### src/rtl/elm_argmax_seq_pkg.sv
// ---------------------------------------------------------------------------
// elm_argmax_seq_pkg
//   Shared definitions for the ELM output-layer argmax path: state encoding
//   of the sequential argmax FSM and default score / class-index widths that
//   the MAC stage and result register reuse.
// ---------------------------------------------------------------------------
package elm_argmax_seq_pkg;

   // Default widths shared across the output layer
   localparam int ELM_DATA_W      = 32;
   localparam int ELM_IDX_W       = 4;
   localparam int ELM_NUM_CLASSES = 10;

   // FSM state encoding
   localparam logic [1:0] IDLE = 2'd0;
   localparam logic [1:0] ACC  = 2'd1;
   localparam logic [1:0] HOLD = 2'd2;

   typedef enum logic [1:0] {
      ST_IDLE = IDLE,
      ST_ACC  = ACC,
      ST_HOLD = HOLD
   } state_t;

endpackage

### src/rtl/elm_max_cmp.sv
// ---------------------------------------------------------------------------
// elm_max_cmp
//   Combinational strict unsigned compare of a candidate score against the
//   current maximum.
//   i_cand    candidate score
//   i_cur     current running maximum
//   o_gt      1 when i_cand > i_cur (unsigned, strict)
//   o_sel_max larger of the two; i_cur on a tie
// ---------------------------------------------------------------------------
module elm_max_cmp
   import elm_argmax_seq_pkg::*;
#(
   parameter int DATA_W = ELM_DATA_W
) (
   input  logic [DATA_W-1:0] i_cand,
   input  logic [DATA_W-1:0] i_cur,
   output logic              o_gt,
   output logic [DATA_W-1:0] o_sel_max
);

   // Ties keep the current value so the earliest class index wins
   assign o_gt      = (i_cand > i_cur);
   assign o_sel_max = o_gt ? i_cand : i_cur;

endmodule

### src/rtl/elm_argmax_seq.sv
// ---------------------------------------------------------------------------
// elm_argmax_seq
//   Sequential argmax over NUM_CLASSES unsigned scores, one per handshake.
//   Tracks the running maximum and its class index, then holds the result
//   on a valid/ready port until it is consumed.
//   i_clk, i_rst      clock, asynchronous active-high reset
//   i_start           begin a classification (honoured only in IDLE)
//   i_in_valid        score beat valid
//   i_in_data         score beat; class index = beat order, 0 first
//   o_in_ready        high while accumulating
//   o_out_valid       result valid (HOLD)
//   i_out_ready       result consumer ready
//   o_out_max         winning score
//   o_out_idx         winning class index
//   o_busy            high while accumulating or holding a result
// ---------------------------------------------------------------------------
module elm_argmax_seq
   import elm_argmax_seq_pkg::*;
#(
   parameter int DATA_W      = ELM_DATA_W,
   parameter int NUM_CLASSES = ELM_NUM_CLASSES,
   parameter int IDX_W       = ELM_IDX_W
) (
   input  logic              i_clk,
   input  logic              i_rst,
   input  logic              i_start,
   input  logic              i_in_valid,
   input  logic [DATA_W-1:0] i_in_data,
   output logic              o_in_ready,
   output logic              o_out_valid,
   input  logic              i_out_ready,
   output logic [DATA_W-1:0] o_out_max,
   output logic [IDX_W-1:0]  o_out_idx,
   output logic              o_busy
);

   localparam logic [IDX_W-1:0] LAST_IDX = IDX_W'(NUM_CLASSES - 1);

   state_t              r_state;
   state_t              w_next;
   logic [IDX_W-1:0]    r_cnt;
   logic [DATA_W-1:0]   r_max;
   logic [IDX_W-1:0]    r_idx;

   logic                w_beat;
   logic                w_last;
   logic                w_first;
   logic                w_gt;
   logic                w_take;
   logic [DATA_W-1:0]   w_sel_max;

   assign w_beat  = (r_state == ST_ACC) && i_in_valid;
   assign w_last  = w_beat && (r_cnt == LAST_IDX);
   assign w_first = (r_cnt == '0);

   elm_max_cmp #(
      .DATA_W    (DATA_W)
   ) u_cmp (
      .i_cand    (i_in_data),
      .i_cur     (r_max),
      .o_gt      (w_gt),
      .o_sel_max (w_sel_max)
   );

   // Beat 0 always loads, so a stale max from the previous run never leaks in
   assign w_take = w_first || w_gt;

   // ---------------- FSM ----------------
   always_ff @(posedge i_clk or posedge i_rst) begin
      if (i_rst) r_state <= ST_IDLE;
      else       r_state <= w_next;
   end

   always_comb begin
      w_next = r_state;
      case (r_state)
         ST_IDLE: if (i_start)     w_next = ST_ACC;
         ST_ACC:  if (w_last)      w_next = ST_HOLD;
         ST_HOLD: if (i_out_ready) w_next = ST_IDLE;
         default:                  w_next = ST_IDLE;
      endcase
   end

   // ---------------- Datapath ----------------
   always_ff @(posedge i_clk or posedge i_rst) begin
      if (i_rst) begin
         r_cnt <= '0;
         r_max <= '0;
         r_idx <= '0;
      end else begin
         if (r_state == ST_IDLE && i_start)
            r_cnt <= '0;
         if (w_beat) begin
            r_cnt <= w_last ? '0 : r_cnt + IDX_W'(1);
            if (w_take) begin
               r_max <= w_first ? i_in_data : w_sel_max;
               r_idx <= r_cnt;
            end
         end
      end
   end

   // Outputs are decodes of registered state / registers only
   assign o_in_ready  = (r_state == ST_ACC);
   assign o_out_valid = (r_state == ST_HOLD);
   assign o_busy      = (r_state != ST_IDLE);
   assign o_out_max   = r_max;
   assign o_out_idx   = r_idx;

endmodule
### config.mk
export PLATFORM = sky130hd
export DESIGN_NAME = elm_argmax_seq
export DESIGN_NICKNAME = d
export VERILOG_FILES = /design/src/rtl/elm_argmax_seq_pkg.sv /design/src/rtl/elm_max_cmp.sv /design/src/rtl/elm_argmax_seq.sv
export SDC_FILE = /design/constraint.sdc
export NUM_CORES = 1
export LEC_CHECK = 0
export CORE_AREA = 3 3 110 59
export CTS_CLUSTER_SIZE = 30
export DETAILED_ROUTE_END_ITERATION = 10
export DIE_AREA = 0 0 113 62
export PLACE_DENSITY = 0.79
export SLEW_MARGIN = 40
export SYNTH_ARGS = -nofsm -noshare
export SYNTH_HDL_FRONTEND = slang
export SYNTH_SLANG_ARGS = --single-unit
### constraint.sdc
create_clock -name i_clk -period 2.6 [get_ports i_clk]
set_input_delay 0.78 -clock i_clk [delete_from_list [all_inputs] [get_ports i_clk]]
set_output_delay 0.78 -clock i_clk [all_outputs]
set_load 0.05 [all_outputs]
==> results of run 1 <==
## per-stage QoR
| step | setup WS, ns | setup TNS [ns] |
|---|---|---|
| floorplan | -0.207 | -6.30 |
| global placement | -0.753 | -26.32 |
| detailed placement | -0.852 | -29.56 |
| CTS | -0.207 | -6.53 |
| global route | -0.374 | -12.33 |
| finish | -0.323 | -10.49 |
## synth_stat cells (all sizes together)
master / count
nor3b: 1
o21a: 1
a21oi: 16
nor4: 1
a32o: 1
or3: 1
nand3b: 1
a21o: 3
buf: 4
o211ai: 1
nor2: 7
nor3: 3
nor2b: 2
dfrtp: 42
nand2b: 1
a31oi: 1
mux2: 35
a221oi: 2
nand4: 8
o21ai: 10
inv: 40
o221a: 1
nand3: 5
or4: 1
nand2: 11
o31a: 1
ha: 35
o21ba: 1
## how the worst max path moves through the flow
stage,start,endpoint,depth (start not counted)
6_report,i_in_data[12],o_out_max[17],10
5_1_grt,i_in_data[25],o_out_max[17],12
4_1_cts,i_in_data[21],o_out_max[17],10
3_5_place_dp,i_in_data[23],o_out_max[23],11
3_3_place_gp,i_in_data[27],o_out_idx[1],11
2_1_floorplan,i_in_data[10],o_out_max[10],9
## power breakdown
part / switching [mW] / leakage, nW / total, mW / internal (mW)
clock network: 0.274 / 0.0694 / 0.621 / 0.348
logic: 2.57 / 1.53 / 4.97 / 2.40
registers: 0.319 / 0.496 / 1.31 / 0.987
total: 3.16 / 2.10 / 6.89 / 3.73
## timing repair
item                       in CTS  in global routing
resized for setup             154                 46
gates cloned                    4                  0
buffers inserted               16                  5
pin swaps                      43                 31
setup endpoints to repair      36                 36
## per-layer routing
metal,routed length [um],vias up
li1,-,1072
met1,3930,1244
met2,4750,128
met3,505,41
met4,329,0
met5,0,-
## state kept, by name, indices dropped and copies added (netlist names)
register	cells
o_out_idx	4
r_state	2
o_out_max	32
r_cnt	4
## worst reg2reg max path: stages, from the launching register on
cell      delay (ns)
dfrtp_1         0.39
inv_1           0.10
ha_4            0.29
nand4_1         0.16
or3_4           0.44
o221a_4         0.30
o211ai_4        0.22
o21ba_4         0.22
buf_12          0.14
buf_16          0.14
mux2_4          0.31
## cell families (layout without fill, tap and decap cells)
kind of cell             Yosys count  count (layout)
AO/OA/AOI/OAI                     38              38
adder cells (fa/ha/maj)           35              35
buffers and inverters             44             167
flip-flops                        42              42
multiplexers                      35              35
AND/OR/NAND/NOR                   42              42
## placed cells by master, fill, tap and decap left out, types with 7 or more instances in the layout
cell,Yosys,layout
nand4_1,7,7
ha_4,0,27
clkdlybuf4s50_1,0,43
dfrtp_1,42,39
a21oi_1,16,15
buf_4,0,36
buf_6,1,15
o21ai_0,9,7
nor2_1,7,7
inv_1,40,39
nand2_1,11,9
ha_1,35,8
mux2_4,28,34
buf_2,0,8
## cell type report
| type | instances | area [sq um] | area share [%] |
|---|---|---|---|
| Multi-Input combinational cell | 150 | 1860 | 41.7 |
| Tap cell | 73 | 91.3 | 2.04 |
| Clock inverter | 2 | 10.0 | 0.224 |
| Clock buffer | 5 | 125 | 2.80 |
| Timing Repair Buffer | 120 | 1180 | 26.3 |
| Inverter | 40 | 150 | 3.36 |
| Sequential cell | 42 | 1050 | 23.6 |
==> results.sh, run 1 <==
export IMPL_ys_seq_elements=42
export IMPL_wirelength_um=9520
export IMPL_setup_violations_final=37
export IMPL_die_y_um=62
export IMPL_synth_area_top_cells="dfrtp_1 (39%), ha_1 (16%), mux2_4 (16%)"
export IMPL_first_pass_iters=5
export IMPL_fp_row_count=19
export IMPL_hold_slack_ns=0.512
export IMPL_dp_hpwl_um=4990
export IMPL_r2r_slack_ns=-0.24
export IMPL_met1_usage_pct=28.1
export IMPL_io_pins=76
export IMPL_drv_cap=0
export IMPL_fin_util_pct=81.0
export IMPL_r2r_start="o_out_max[12]"
export IMPL_cts_sinks=42
export IMPL_crit_buf_inv=3
export IMPL_dp_cells=402
export IMPL_synth_top_family_by_area="multiplexers"
export IMPL_numCtsBuffers=5
export IMPL_grt_pass1_wl_um=13100
export IMPL_finalHoldViolCount=0
export IMPL_cts_hold_buf=0
export IMPL_numPortBuffers=75
export IMPL_violations="negative setup slack"
export IMPL_rsz0062_at_grt="true"
export IMPL_start_util_pct=48.3
export IMPL_cp_max_fo=8
export IMPL_gr_usage_all_layers_pct=24.5
export IMPL_nNetsFinal=431
export IMPL_leakage_nw=2.10
export IMPL_worstMarginPinSlew_ns=0.520
export IMPL_drc=0
export IMPL_syn_cell_area_sq_mm=0.00266
export IMPL_synth_cell_types=32
export IMPL_place_congestion=0.801
export IMPL_synth_seq_area_share_pct=39.5
export IMPL_num_fill_cells=303
export IMPL_grt_ovfl_total=0
export IMPL_r2r_end="o_out_max[17]"
export IMPL_layout_min_cycle_time_ns=2.92
export IMPL_fp_dieW_um=113
export IMPL_synth_compound_area_share_pct=8.88
export IMPL_synth_warnings=0
export IMPL_syn_to_final_growth_pct=67.8
export IMPL_synth_xor_area_share_pct=0
export IMPL_final_antenna_net_count=0
export IMPL_via_per_inst=5.75
export IMPL_slew_headroom_pct=65.2
export IMPL_diodes=0
export IMPL_place_area_sq_mm=0.00370
export IMPL_yosys_area_top_type_share_pct=39.5
export IMPL_holdPathStages=1
export IMPL_arrival_ns=3.10
export IMPL_crit_path_start_kind="input pin"
export IMPL_design_area_sq_mm=0.00447
export IMPL_clk_latency_ns=0.29
export IMPL_synthMuxAreaShare_pct=18.7
export IMPL_min_delay_start="o_out_idx[0]"
export IMPL_p_per_area_mw_per_mm2=1540
export IMPL_die_area_sq_mm=0.00701
export IMPL_clock_skew_ns=0.00503
export IMPL_use_met2_pct=47.1
export IMPL_reg2reg_depth=10
export IMPL_slowest_stage="or3_4"
export IMPL_antenna_found_initial=0
export IMPL_cpPeakStageDelay_ns=0.44
export IMPL_hold_end="o_out_idx[0]"
export IMPL_final_cell_count_no_fill=432
export IMPL_grt_max_degree=22
export IMPL_drt_iter0_markers=183
export IMPL_fmax_mhz=342
export IMPL_clock_path_buffers=2
export IMPL_path_class="in2reg"
export IMPL_cp_end_kind="register"
export IMPL_busiest_layer="met2"
export IMPL_ir_worst_vdd_uv=994
export IMPL_wl_per_cell_um=22.0
export IMPL_cts_tree="yes"
export IMPL_status="complete, but fails checks"
export IMPL_drive_gt1_share_pct=45.1
export IMPL_use_met3_pct=4.74
export IMPL_yosysTopAreaCell="dfrtp_1"
export IMPL_clk_pin_slew_ns=0.06
export IMPL_cp_required_ns=2.77
export IMPL_final_max_slew_violation_count=0
export IMPL_syn_nets=308
export IMPL_fin_crit_sh_pct=112
export IMPL_core_area_sq_mm=0.00552
export IMPL_h_tree_depth=2
export IMPL_syn_inst=236
export IMPL_crit_family="compound AO/OA/AOI/OAI gates"
export IMPL_root_buffer="clkbuf_16"
export IMPL_worst_slack_ns=-0.323
export IMPL_synth_simple_area_share_pct=8.17
export IMPL_grt_pass1_vias=2618
export IMPL_avgSynthCellArea_sq_um=11.3
export IMPL_p_total_mw=6.89
export IMPL_synthAdderAreaFrac_pct=16.4
export IMPL_hold_path_class="reg2reg"
export IMPL_cp_cell_sequence="buf_6, ha_4, nand4_1, or3_4, o221a_4, o211ai_4, o21ba_4, buf_12, buf_16, mux2_4"
export IMPL_via_count=2485
Power figures use the tool's default switching activity.
==> run 2: changes to the inputs <==
CORE_AREA = 3 3 113 61   (was 3 3 110 59)
DIE_AREA = 0 0 116 64   (was 0 0 113 62)
PLACE_DENSITY = 0.75   (was 0.79)
RECOVER_POWER = 100   (was unset)
clock period = 3.4 ns   (was 2.6 ns; I/O delays follow)
==> run 2 against run 1 <==
The flow now finishes without violations; non-clock buffer count down 24; clock skew about the same; via count down 16%; count of clock-buffer cells in the layout up 2; final cell count down 4.4%; wire length down 32%; clock power down 14%; critical path type unchanged; highest routed layer unchanged.
==> results.sh, run 2 (same netlist as run 1, synthesis figures left out) <==
export IMPL_worstMarginPinSlew_ns=1.43
export IMPL_crit_path_start_kind="input pin"
export IMPL_drv_cap=0
export IMPL_numCtsBuffers=5
export IMPL_root_buffer="clkbuf_16"
export IMPL_die_area_sq_mm=0.00742
export IMPL_cp_required_ns=3.56
export IMPL_via_per_inst=5.08
export IMPL_path_class="in2reg"
export IMPL_place_congestion=0.734
export IMPL_wirelength_um=6490
export IMPL_design_area_sq_mm=0.00393
export IMPL_worst_slack_ns=0.0552
export IMPL_cts_sinks=42
export IMPL_crit_buf_inv=2
export IMPL_finalHoldViolCount=0
export IMPL_cp_cell_sequence="clkdlybuf4s50_1, ha_1, nand4_1, or3_1, o221a_1, o211ai_2, o21ba_4, clkbuf_16, mux2_4"
export IMPL_final_antenna_net_count=0
export IMPL_crit_family="compound AO/OA/AOI/OAI gates"
export IMPL_cts_hold_buf=0
export IMPL_p_total_mw=4.37
export IMPL_fp_dieW_um=116
export IMPL_wl_per_cell_um=15.7
export IMPL_cp_max_fo=8
export IMPL_cp_end_kind="register"
export IMPL_fmax_mhz=299
export IMPL_numPortBuffers=75
export IMPL_fp_row_count=20
export IMPL_diodes=0
export IMPL_arrival_ns=3.51
export IMPL_drt_iter0_markers=53
export IMPL_grt_ovfl_total=0
export IMPL_status="complete, no violations"
export IMPL_setup_violations_final=0
export IMPL_fin_crit_sh_pct=98.4
export IMPL_dp_hpwl_um=4630
export IMPL_grt_max_degree=26
export IMPL_grt_pass1_vias=2208
export IMPL_final_cell_count_no_fill=413
export IMPL_layout_min_cycle_time_ns=3.34
export IMPL_cts_tree="yes"
export IMPL_core_area_sq_mm=0.00596
export IMPL_largest_register_ffs=32
export IMPL_drc=0
export IMPL_gr_usage_all_layers_pct=17.1
export IMPL_first_pass_iters=7
export IMPL_hold_path_class="reg2reg"
export IMPL_clk_pin_slew_ns=0.06
export IMPL_num_fill_cells=456
export IMPL_antenna_found_initial=0
export IMPL_multi_input_area_sq_mm=0.00149
export IMPL_clock_skew_ns=0.00476
export IMPL_drive_gt1_share_pct=21.4
export IMPL_cpPeakStageDelay_ns=0.45
export IMPL_leakage_nw=1.93
export IMPL_slew_headroom_pct=4.78
export IMPL_clk_latency_ns=0.28
export IMPL_pre_cts_ws_ns=-0.268
export IMPL_p_per_area_mw_per_mm2=1110
export IMPL_die_y_um=64
export IMPL_start_util_pct=44.7
export IMPL_seq_area_sq_mm=0.00105
export IMPL_hold_slack_ns=0.514
export IMPL_dp_cells=401
export IMPL_nNetsFinal=407
export IMPL_mostFrequentLayoutCells="dfrtp_1 (42), dlygate4sd3_1 (41), inv_1 (39), ha_1 (29), mux2_4 (28)"
export IMPL_slowest_stage="clkdlybuf4s50_1"
export IMPL_place_area_sq_mm=0.00359
export IMPL_via_count=2099
export IMPL_syn_to_final_growth_pct=47.6
export IMPL_ir_worst_vdd_uv=565
export IMPL_clock_path_buffers=2
export IMPL_io_pins=76
export IMPL_final_common_cell="dfrtp_1"
export IMPL_grt_pass1_wl_um=10200
export IMPL_h_tree_depth=2
export IMPL_final_max_slew_violation_count=0
==> run 2: cell types whose count changed in the layout (fill, tap and decap cells not counted), sizes merged <==
cell           change
buf               -52
dlygate4sd3       +41
clkdlybuf4s50     -16
dlymetal6s2s       +6
dlygate4sd2        -3
clkbuf             +2
bufinv             +1
clkinv             -1
inv                -1
==> run 2: report_power, final <==
group          internal (mW)  leakage (nW)  switching, mW
Combinational           1.29          1.35           1.59
Sequential             0.752         0.499          0.213
Clock                  0.347        0.0781          0.186
==> run 2: metal layers <==
| layer | global-route usage, % | vias up | share of wire (%) |
|---|---|---|---|
| met3 | 3.69 | 10 | 3.3 |
| li1 | - | 1018 | - |
| met1 | 21.5 | 1032 | 46 |
| met5 | 0 | - | 0 |
| met2 | 30.2 | 39 | 49 |
| met4 | 3.91 | 0 | 1.5 |
==> run 2: worst paths after layout <==
path	start	endpoint	slack (ns)	cells after the start
max	i_in_data[13]	o_out_max[2]	0.06	9
min	o_out_idx[1]	o_out_idx[1]	0.51	1
max reg2reg	o_out_max[10]	o_out_max[2]	0.77	9
min reg2reg	o_out_idx[1]	o_out_idx[1]	0.51	1
max in group asynchronous	i_rst	o_out_idx[2]	0.52	3
min in group asynchronous	i_rst	o_out_max[15]	1.20	2
==> run 2: stage by stage <==
step	util [%]	TNS [ns]
finish	66.0	0
global route	66.0	-2.17
CTS	63.0	0
detailed placement	60.3	-8.46
global placement	60.3	-6.24
floorplan	-	0
==> run 2: cell type report <==
type	instances	share of cell area (%)
multi-input cells	150	37.9
flip-flops and latches	42	26.7
repair buffers	96	25.0
inverters	40	3.82
clock buffers	7	3.37
well taps	77	2.45
clock inverters	1	0.764
==> run 2: repair_timing <==
action	4_1_cts	5_1_grt
buffers inserted	0	2
resized for setup	0	18
endpoints found under the setup margin	0	34
